File: config.mk
export PLATFORM = sky130hd
export DESIGN_NAME = uart_bus_master
export DESIGN_NICKNAME = d
export VERILOG_FILES = /design/src/rtl/uart_bus_master.sv
export SDC_FILE = /design/constraint.sdc
export NUM_CORES = 1
export LEC_CHECK = 0
export ABC_AREA = 1
export CAP_MARGIN = 20
export CORE_MARGIN = 2
export CORE_UTILIZATION = 30
export DETAILED_ROUTE_END_ITERATION = 10
export GPL_ROUTABILITY_DRIVEN = 0
export PLACE_DENSITY = 0.64
export SETUP_SLACK_MARGIN = 0.15
export SLEW_MARGIN = 20
export SYNTH_ARGS = -nofsm -noshare
export SYNTH_HDL_FRONTEND = slang
export SYNTH_SLANG_ARGS = --single-unit
export TNS_END_PERCENT = 50
File: constraint.sdc
create_clock -name i_clk -period 3.8 [get_ports i_clk]
set_clock_uncertainty 0.1 [all_clocks]
set_input_delay 0.57 -clock i_clk [delete_from_list [all_inputs] [get_ports i_clk]]
set_output_delay 0.57 -clock i_clk [all_outputs]
set_load 0.03 [all_outputs]
File: src/rtl/uart_bus_master.sv
// uart_bus_master: executes decoded UART commands as single Wishbone-classic
// transfers and returns one tagged response word per accepted command.
// Revision: 1.0
`default_nettype none

module uart_bus_master #(
  parameter int TIMEOUT_CYCLES  = 255,
  parameter bit AUTOINC_DEFAULT = 1'b0
) (
  input  logic        i_clk,
  input  logic        rst,
  input  logic        i_stb,
  input  logic [33:0] i_word,
  output logic        o_dropped,
  output logic        o_wb_cyc,
  output logic        o_wb_stb,
  output logic        o_wb_we,
  output logic [31:0] o_wb_addr,
  output logic [31:0] o_wb_data,
  output logic [3:0]  o_wb_sel,
  input  logic        i_wb_ack,
  input  logic        i_wb_err,
  input  logic [31:0] i_wb_data,
  output logic        o_rsp_stb,
  output logic [33:0] o_rsp_word,
  input  logic        i_rsp_ready
);

  localparam logic [1:0] ST_IDLE = 2'd0;
  localparam logic [1:0] ST_BUS  = 2'd1;
  localparam logic [1:0] ST_RSP  = 2'd2;

  localparam logic [15:0] TO_LAST = 16'(TIMEOUT_CYCLES - 1);

  logic [1:0]  state_q,    state_d;
  logic [31:0] addr_q,     addr_d;
  logic        autoinc_q,  autoinc_d;
  logic [15:0] cnt_q,      cnt_d;
  logic        cyc_q,      cyc_d;
  logic        we_q,       we_d;
  logic [31:0] wb_addr_q,  wb_addr_d;
  logic [31:0] wb_data_q,  wb_data_d;
  logic        rsp_stb_q,  rsp_stb_d;
  logic [33:0] rsp_word_q, rsp_word_d;
  logic        dropped_q,  dropped_d;

  always_comb begin
    state_d    = state_q;
    addr_d     = addr_q;
    autoinc_d  = autoinc_q;
    cnt_d      = cnt_q;
    cyc_d      = cyc_q;
    we_d       = we_q;
    wb_addr_d  = wb_addr_q;
    wb_data_d  = wb_data_q;
    rsp_stb_d  = rsp_stb_q;
    rsp_word_d = rsp_word_q;
    dropped_d  = 1'b0;

    case (state_q)
      ST_IDLE: begin
        if (i_stb) begin
          case (i_word[33:32])
            2'b10: begin
              addr_d     = i_word[31:0];
              rsp_word_d = {2'b10, i_word[31:0]};
              rsp_stb_d  = 1'b1;
              state_d    = ST_RSP;
            end
            2'b11: begin
              autoinc_d  = i_word[0];
              rsp_word_d = {2'b10, 31'b0, i_word[0]};
              rsp_stb_d  = 1'b1;
              state_d    = ST_RSP;
            end
            default: begin
              we_d      = i_word[32];
              wb_data_d = i_word[31:0];
              wb_addr_d = addr_q;
              cnt_d     = 16'd0;
              cyc_d     = 1'b1;
              state_d   = ST_BUS;
            end
          endcase
        end
      end
      ST_BUS: begin
        cnt_d     = cnt_q + 16'd1;
        dropped_d = i_stb;
        // ack wins over err, err over timeout
        if (i_wb_ack) begin
          cyc_d      = 1'b0;
          rsp_stb_d  = 1'b1;
          rsp_word_d = we_q ? {2'b01, addr_q} : {2'b00, i_wb_data};
          if (autoinc_q) addr_d = addr_q + 32'd1;
          state_d    = ST_RSP;
        end else if (i_wb_err || (cnt_q == TO_LAST)) begin
          cyc_d      = 1'b0;
          rsp_stb_d  = 1'b1;
          rsp_word_d = {2'b11, addr_q};
          state_d    = ST_RSP;
        end
      end
      ST_RSP: begin
        dropped_d = i_stb;
        if (i_rsp_ready) begin
          rsp_stb_d = 1'b0;
          state_d   = ST_IDLE;
        end
      end
      default: begin
        state_d   = ST_IDLE;
        cyc_d     = 1'b0;
        rsp_stb_d = 1'b0;
      end
    endcase
  end

  always_ff @(posedge i_clk) begin
    if (rst) begin
      state_q    <= ST_IDLE;
      addr_q     <= 32'd0;
      autoinc_q  <= AUTOINC_DEFAULT;
      cnt_q      <= 16'd0;
      cyc_q      <= 1'b0;
      we_q       <= 1'b0;
      wb_addr_q  <= 32'd0;
      wb_data_q  <= 32'd0;
      rsp_stb_q  <= 1'b0;
      rsp_word_q <= 34'd0;
      dropped_q  <= 1'b0;
    end else begin
      state_q    <= state_d;
      addr_q     <= addr_d;
      autoinc_q  <= autoinc_d;
      cnt_q      <= cnt_d;
      cyc_q      <= cyc_d;
      we_q       <= we_d;
      wb_addr_q  <= wb_addr_d;
      wb_data_q  <= wb_data_d;
      rsp_stb_q  <= rsp_stb_d;
      rsp_word_q <= rsp_word_d;
      dropped_q  <= dropped_d;
    end
  end

  assign o_dropped  = dropped_q;
  assign o_wb_cyc   = cyc_q;
  assign o_wb_stb   = cyc_q;
  assign o_wb_we    = we_q;
  assign o_wb_addr  = wb_addr_q;
  assign o_wb_data  = wb_data_q;
  assign o_wb_sel   = 4'hF;
  assign o_rsp_stb  = rsp_stb_q;
  assign o_rsp_word = rsp_word_q;

endmodule

`default_nettype wire
Word level (Yosys, flattened, before mapping)
Cells that the tools add are included.
{"block": "totals", "latchBits": 0, "out_inout_bits": 107, "elab_cells": 75, "ramBits": 0, "memories": 0, "reg_bits": 153, "inputBits": 72, "rom_bits": 0}
{"block": "op_classes", "n_addsub": 2, "magnitude_cmp": 0, "multipliers": 0, "div_mod_pow": 0, "bitwise": 3, "mux": 31, "n_reduce_logical": 14, "eq_ne": 14, "shift": 0}
{"op": "one-hot mux 34 bit (2 select lines)", "n": 2}
{"op": "2-to-1 mux 32 bit", "n": 4}
{"op": "2-to-1 mux 34 bit", "n": 3}
{"op": "one-hot mux 32 bit (2 select lines)", "n": 1}
{"op": "2-to-1 mux 33 bit", "n": 1}
{"op": "adder 32 x 1 -> 32 bit, second input constant", "n": 1}
{"op": "2-to-1 mux 16 bit", "n": 2}
{"op": "one-hot mux 16 bit (2 select lines)", "n": 1}
{"op": "adder 16 x 1 -> 16 bit, second input constant", "n": 1}
{"op": "equality test 16 x 8 -> 1 bit, second input constant", "n": 1}
{"op": "!= test 2 bit, second input constant", "n": 6}
{"op": "AND reduction 3 bit", "n": 4}
{"op": "AND reduction 4 bit", "n": 3}
{"op": "2-to-1 mux 2 bit", "n": 5}
{"op": "2-to-1 mux 1 bit", "n": 9}
{"op": "equality test 2 bit, second input constant", "n": 3}
{"op": "one-hot mux 1 bit (3 select lines)", "n": 2}
{"op": "one-hot mux 2 bit (3 select lines)", "n": 1}
{"op": "OR reduction 2 bit", "n": 3}
{"op": "AND reduction 5 bit", "n": 1}
{"op": "!= test 3 x 1 -> 1 bit, second input constant", "n": 1}
{"op": "!= test 3 bit, second input constant", "n": 1}
{"op": "inverter 1 bit", "n": 3}
{"op": "equality test 2 x 1 -> 1 bit, second input constant", "n": 1}
{"op": "4 further kinds", "n": 4}

Logic depth before layout (Yosys ltp)
{"block": "logic_depth", "depth_word": 5, "mapped_depth": 13, "depth_no_buf": 12}

Worst setup path after synthesis
Ideal clock, no wire load.
{"block": "synth_path", "kind": "reg-to-reg", "startpoint": "register state_q[0]", "endpoint": "register cnt_q[13]", "required_time_ns": 3.583, "arrival_time_ns": 1.475, "setup_time_ns": 0.117, "stages_incl_launch_ff": 12, "synth_period_minus_slack_ns": 1.692, "path_slack_ns": 2.108, "n_path_buf": 1, "cell_sequence": "dfxtp_1 inv_1 ha_1 buf_6 nand2_1 inv_2 nor2_4 nand2_2 nor2_2 nand2_1 o21ai_0 nor2_1"}
{"block": "synth_via", "elab_chain_cells": 3, "elab_cells_between_ends": 7, "classes_between": "eq/ne: 3; mux: 1; reduce/logical: 3"}
{"element": "start, declared", "line_no": "35", "text": "logic [1:0] state_q, state_d;"}
{"element": "start signal, assigned", "line_no": "133", "text": "state_q <= state_d;"}
{"element": "logical NOT 2 bit / equality test 2 x 1 -> 1 bit (equally long branches)", "line_no": "60", "text": "case (state_q)"}
{"element": "!= test 2 bit (no source line) / nonzero test 2 bit (equally long branches)"}
{"element": "AND reduction 3 bit (no source line)"}
{"element": "end signal, assigned", "line_no": "136", "text": "cnt_q <= cnt_d;"}
{"element": "end, declared", "line_no": "38", "text": "logic [15:0] cnt_q, cnt_d;"}
Several ways; a longest one is shown, not always the timed one.
A chain may end at the register's enable or synchronous reset.

Worst setup path after layout
{"block": "layout_path", "startpoint": "register state_q[1]", "endpoint": "register rsp_word_q[23], in the netlist o_rsp_word[23]"}
{"block": "layout_via", "elab_chain_cells": 3, "elab_cells_between_ends": 8, "classes_between": "eq/ne: 4; mux: 1; reduce/logical: 3"}
{"element": "equality test 2 x 1 -> 1 bit / logical NOT 2 bit (equally long branches)", "line_no": "60"}
{"element": "!= test 3 bit (no source line), or another cell as far along"}
{"element": "AND reduction 4 bit (no source line)"}
{"element": "end signal, assigned", "line_no": "142", "text": "rsp_word_q <= rsp_word_d;"}
{"element": "end, declared", "line_no": "44", "text": "logic [33:0] rsp_word_q, rsp_word_d;"}
Several ways; a longest one is shown, not always the timed one.

==> flow_summary.ini <==
[clock_network]
cts_setup_buffers = 0
clk_latency_ns = 0.43
clk_pin_slew_worst_paths_ns = 0.07
cts-root-buf = clkbuf_16
clkSinkCount = 153
holdBufCountCts = 0
post_cts_resized = 0
cts_made_buffers = 17
clockBufferDepth = 2
cts_tree = done
htreeDepth = 4

[global_route]
grt_pass1_wl_um = 42000
grt_util_met2_pct = 32.4
antenna_found_initial = 0
grt_pass1_vias = 7641
grt.total_usage_pct = 20.0
overflow = 0
grt_max_degree = 81
use_met3_pct = 4.95
grt.met1_usage_pct = 26.1
top_usage_layer = met2

[yosys]
ys_seq_area_share_pct = 39.5
yosysUniqueCellTypes = 35
netlist_instances = 1169
synth_edf_count = 0
synth-seq-cells = 153
synth_ff_type = dfxtp_1
syn_area_per_cell_um2 = 6.63
ys_warn_count = 0
synth_area_mm2 = 0.00775
async_reset_ff_share_pct = 0

[route]
viasPerCell = 5.00
drtIter0Drc = 713
drtAntennaViolNets = 0
drcViolationCount = 0
via_count = 8248
wl_per_cell_um = 16.4
wl_um = 27000
drt_pass1_iterations = 5

[floorplanning]
coreArea_mm2 = 0.0253
die_y_um = 165
num_rows = 58
die_w_um = 165
io_pins = 179
start_util_pct = 30.7
die_area_mm2 = 0.0271

[critical_path]
crit_path_frequent_cell = o21ai_0
cp_data_required_time_ns = 4.06
crit_type = reg2reg
crit_buf_inv = 2
path_max_fanout = 50
cp.arrival_ns = 2.70
slowest_stage = buf_4
endpoint_kind = flip-flop
slowest_delay_ns = 0.55
crit_path_start_kind = flip-flop
crit_chain = inv_1 > ha_2 > buf_4 > o21ai_0 > o21ai_0 > nand4_1 > a21oi_1
cp_top_family = compound AO/OA/AOI/OAI gates

[pwr]
p_leak_nw = 3.91
power_density_mw_per_mm2 = 701
irDropWorstVdd_v = 0.000315

[final_layout]
areaGrowthSynthToFinish_pct = 32.5
nets = 1383
finalNonFillerCells = 1648
diodes = 0
drive_gt1_share_pct = 6.53

[timing]
max-slew-margin-rel_pct = 54.0
rsz0062_at_grt = false
max_freq_mhz = 409
min_period_ns = 2.44
hold_slack_ns = 0.364
finalHoldViolCount = 0
tns_ns = 0
post-route-period-util_pct = 64.3
finalMaxSlewViolations = 0
finalSetupViolations = 0
max_slew.worst_pin.slew_ns = 0.690

[status]
status = finished, final reports clean

[min_path]
hold_path.class = reg2reg

[placed_design]
dpl.hpwl_um = 19500
dpl.cell_count = 1616
io_buffers = 174

[job]
drv_cap = 0
tightest hold or removal path, delay by kind of cell, from the launching register on:
| kind | cells | cell delay, ns |
|---|---|---|
| DFF | 1 | 0.31 |
| AOI/OAI and AO/OA | 1 | 0.05 |
| and+or+nand+nor | 1 | 0.06 |
cell families after synthesis:
group / Yosys count / synth area share (%)
other cells: 1 / 0.0484
flops: 153 / 39.5
simple gates: 519 / 28.7
fa+ha+maj: 6 / 0.969
xor+xnor: 3 / 0.339
buf+inv: 167 / 9.33
compound gates: 320 / 21.1
placed cells by master (no fill, tap or decap), types with 2 or more instances in the layout:
| cell type | instances |
|---|---|
| nand3_1 | 50 |
| clkbuf_16 | 17 |
| bufinv_16 | 2 |
| buf_12 | 2 |
| clkbuf_8 | 3 |
| nor2_4 | 5 |
| buf_4 | 12 |
| nand3_2 | 2 |
| nand4_1 | 36 |
| clkinv_2 | 4 |
| a21oi_1 | 131 |
| a21oi_2 | 2 |
| nor2_2 | 9 |
| inv_2 | 13 |
| xor2_1 | 3 |
| nand2_2 | 7 |
| conb_1 | 4 |
| o21ai_1 | 16 |
| inv_1 | 79 |
| nand3b_1 | 4 |
| ha_1 | 5 |
| clkdlybuf4s50_1 | 174 |
| dfxtp_1 | 153 |
| clkinvlp_4 | 3 |
| o22ai_1 | 3 |
| nand2_1 | 218 |
| nor3_1 | 7 |
| o21ai_0 | 162 |
| o211ai_1 | 2 |
| nor2_1 | 179 |
power breakdown:
part	total, W	switching, W	internal (W)
clock network	0.00173	0.000715	0.00102
logic	0.00302	0.00199	0.00103
registers	0.00244	0.000416	0.00203
total	0.00720	0.00312	0.00408
area by class of cell:
class                   instances  area (um2)
well taps                     330         413
clock inverters                11         120
flip-flops and latches        153        3060
repair buffers                188        1870
clock buffers                  21         470
inverters                      93         349
multi-input cells             852        3980
fillers                      2638       15000
flip-flops by register name (all words and copies together) (netlist names):
signal      flops
o_wb_cyc        1
cnt_q          16
autoinc_q       1
addr_q         32
o_wb_addr      32
o_wb_data      32
o_wb_we         1
state_q         2
o_rsp_stb       1
o_dropped       1
o_rsp_word     34
layer usage:
layer | vias to the layer above | share of wire, %
li1 | 4121 | -
met1 | 3802 | 44
met2 | 295 | 46
met3 | 30 | 7.9
met4 | 0 | 1.8
met5 | - | 0
synthesized netlist by cell type (all sizes together) (4+ instances only):
| cell type | n | area share, % |
|---|---|---|
| a21oi | 133 | 8.7 |
| nor2 | 193 | 10 |
| buf | 42 | 3.3 |
| inv | 92 | 4.5 |
| ha | 6 | 0.97 |
| nand4 | 36 | 2.9 |
| nand2 | 226 | 11 |
| nand3 | 52 | 3.5 |
| clkbuf | 32 | 1.6 |
| nor3 | 7 | 0.45 |
| dfxtp | 153 | 40 |
| o21ai | 178 | 11 |
| nand3b | 4 | 0.39 |
through the flow:
stage               setup WS, ns  cell area [um2]  utilization, %  power (W)
CTS                         1.37            10300            40.6    0.00720
detailed placement         0.963             9670            38.3    0.00547
floorplan                   2.11             7760               -    0.00438
global placement           0.997             9670            38.3    0.00543
global route                1.17            10300            40.6    0.00762
finish                      1.36            10300            40.6    0.00720
worst paths after layout:
check                                    start              to  slack [ns]  cells after the start
worst max register to register      state_q[1]  o_rsp_word[23]        1.36                      7
worst min register to register  o_rsp_word[20]  o_rsp_word[20]        0.36                      2
worst max-delay path                state_q[1]  o_rsp_word[23]        1.36                      7
worst min-delay path            o_rsp_word[20]  o_rsp_word[20]        0.36                      2
Power figures use the tool's default switching activity.
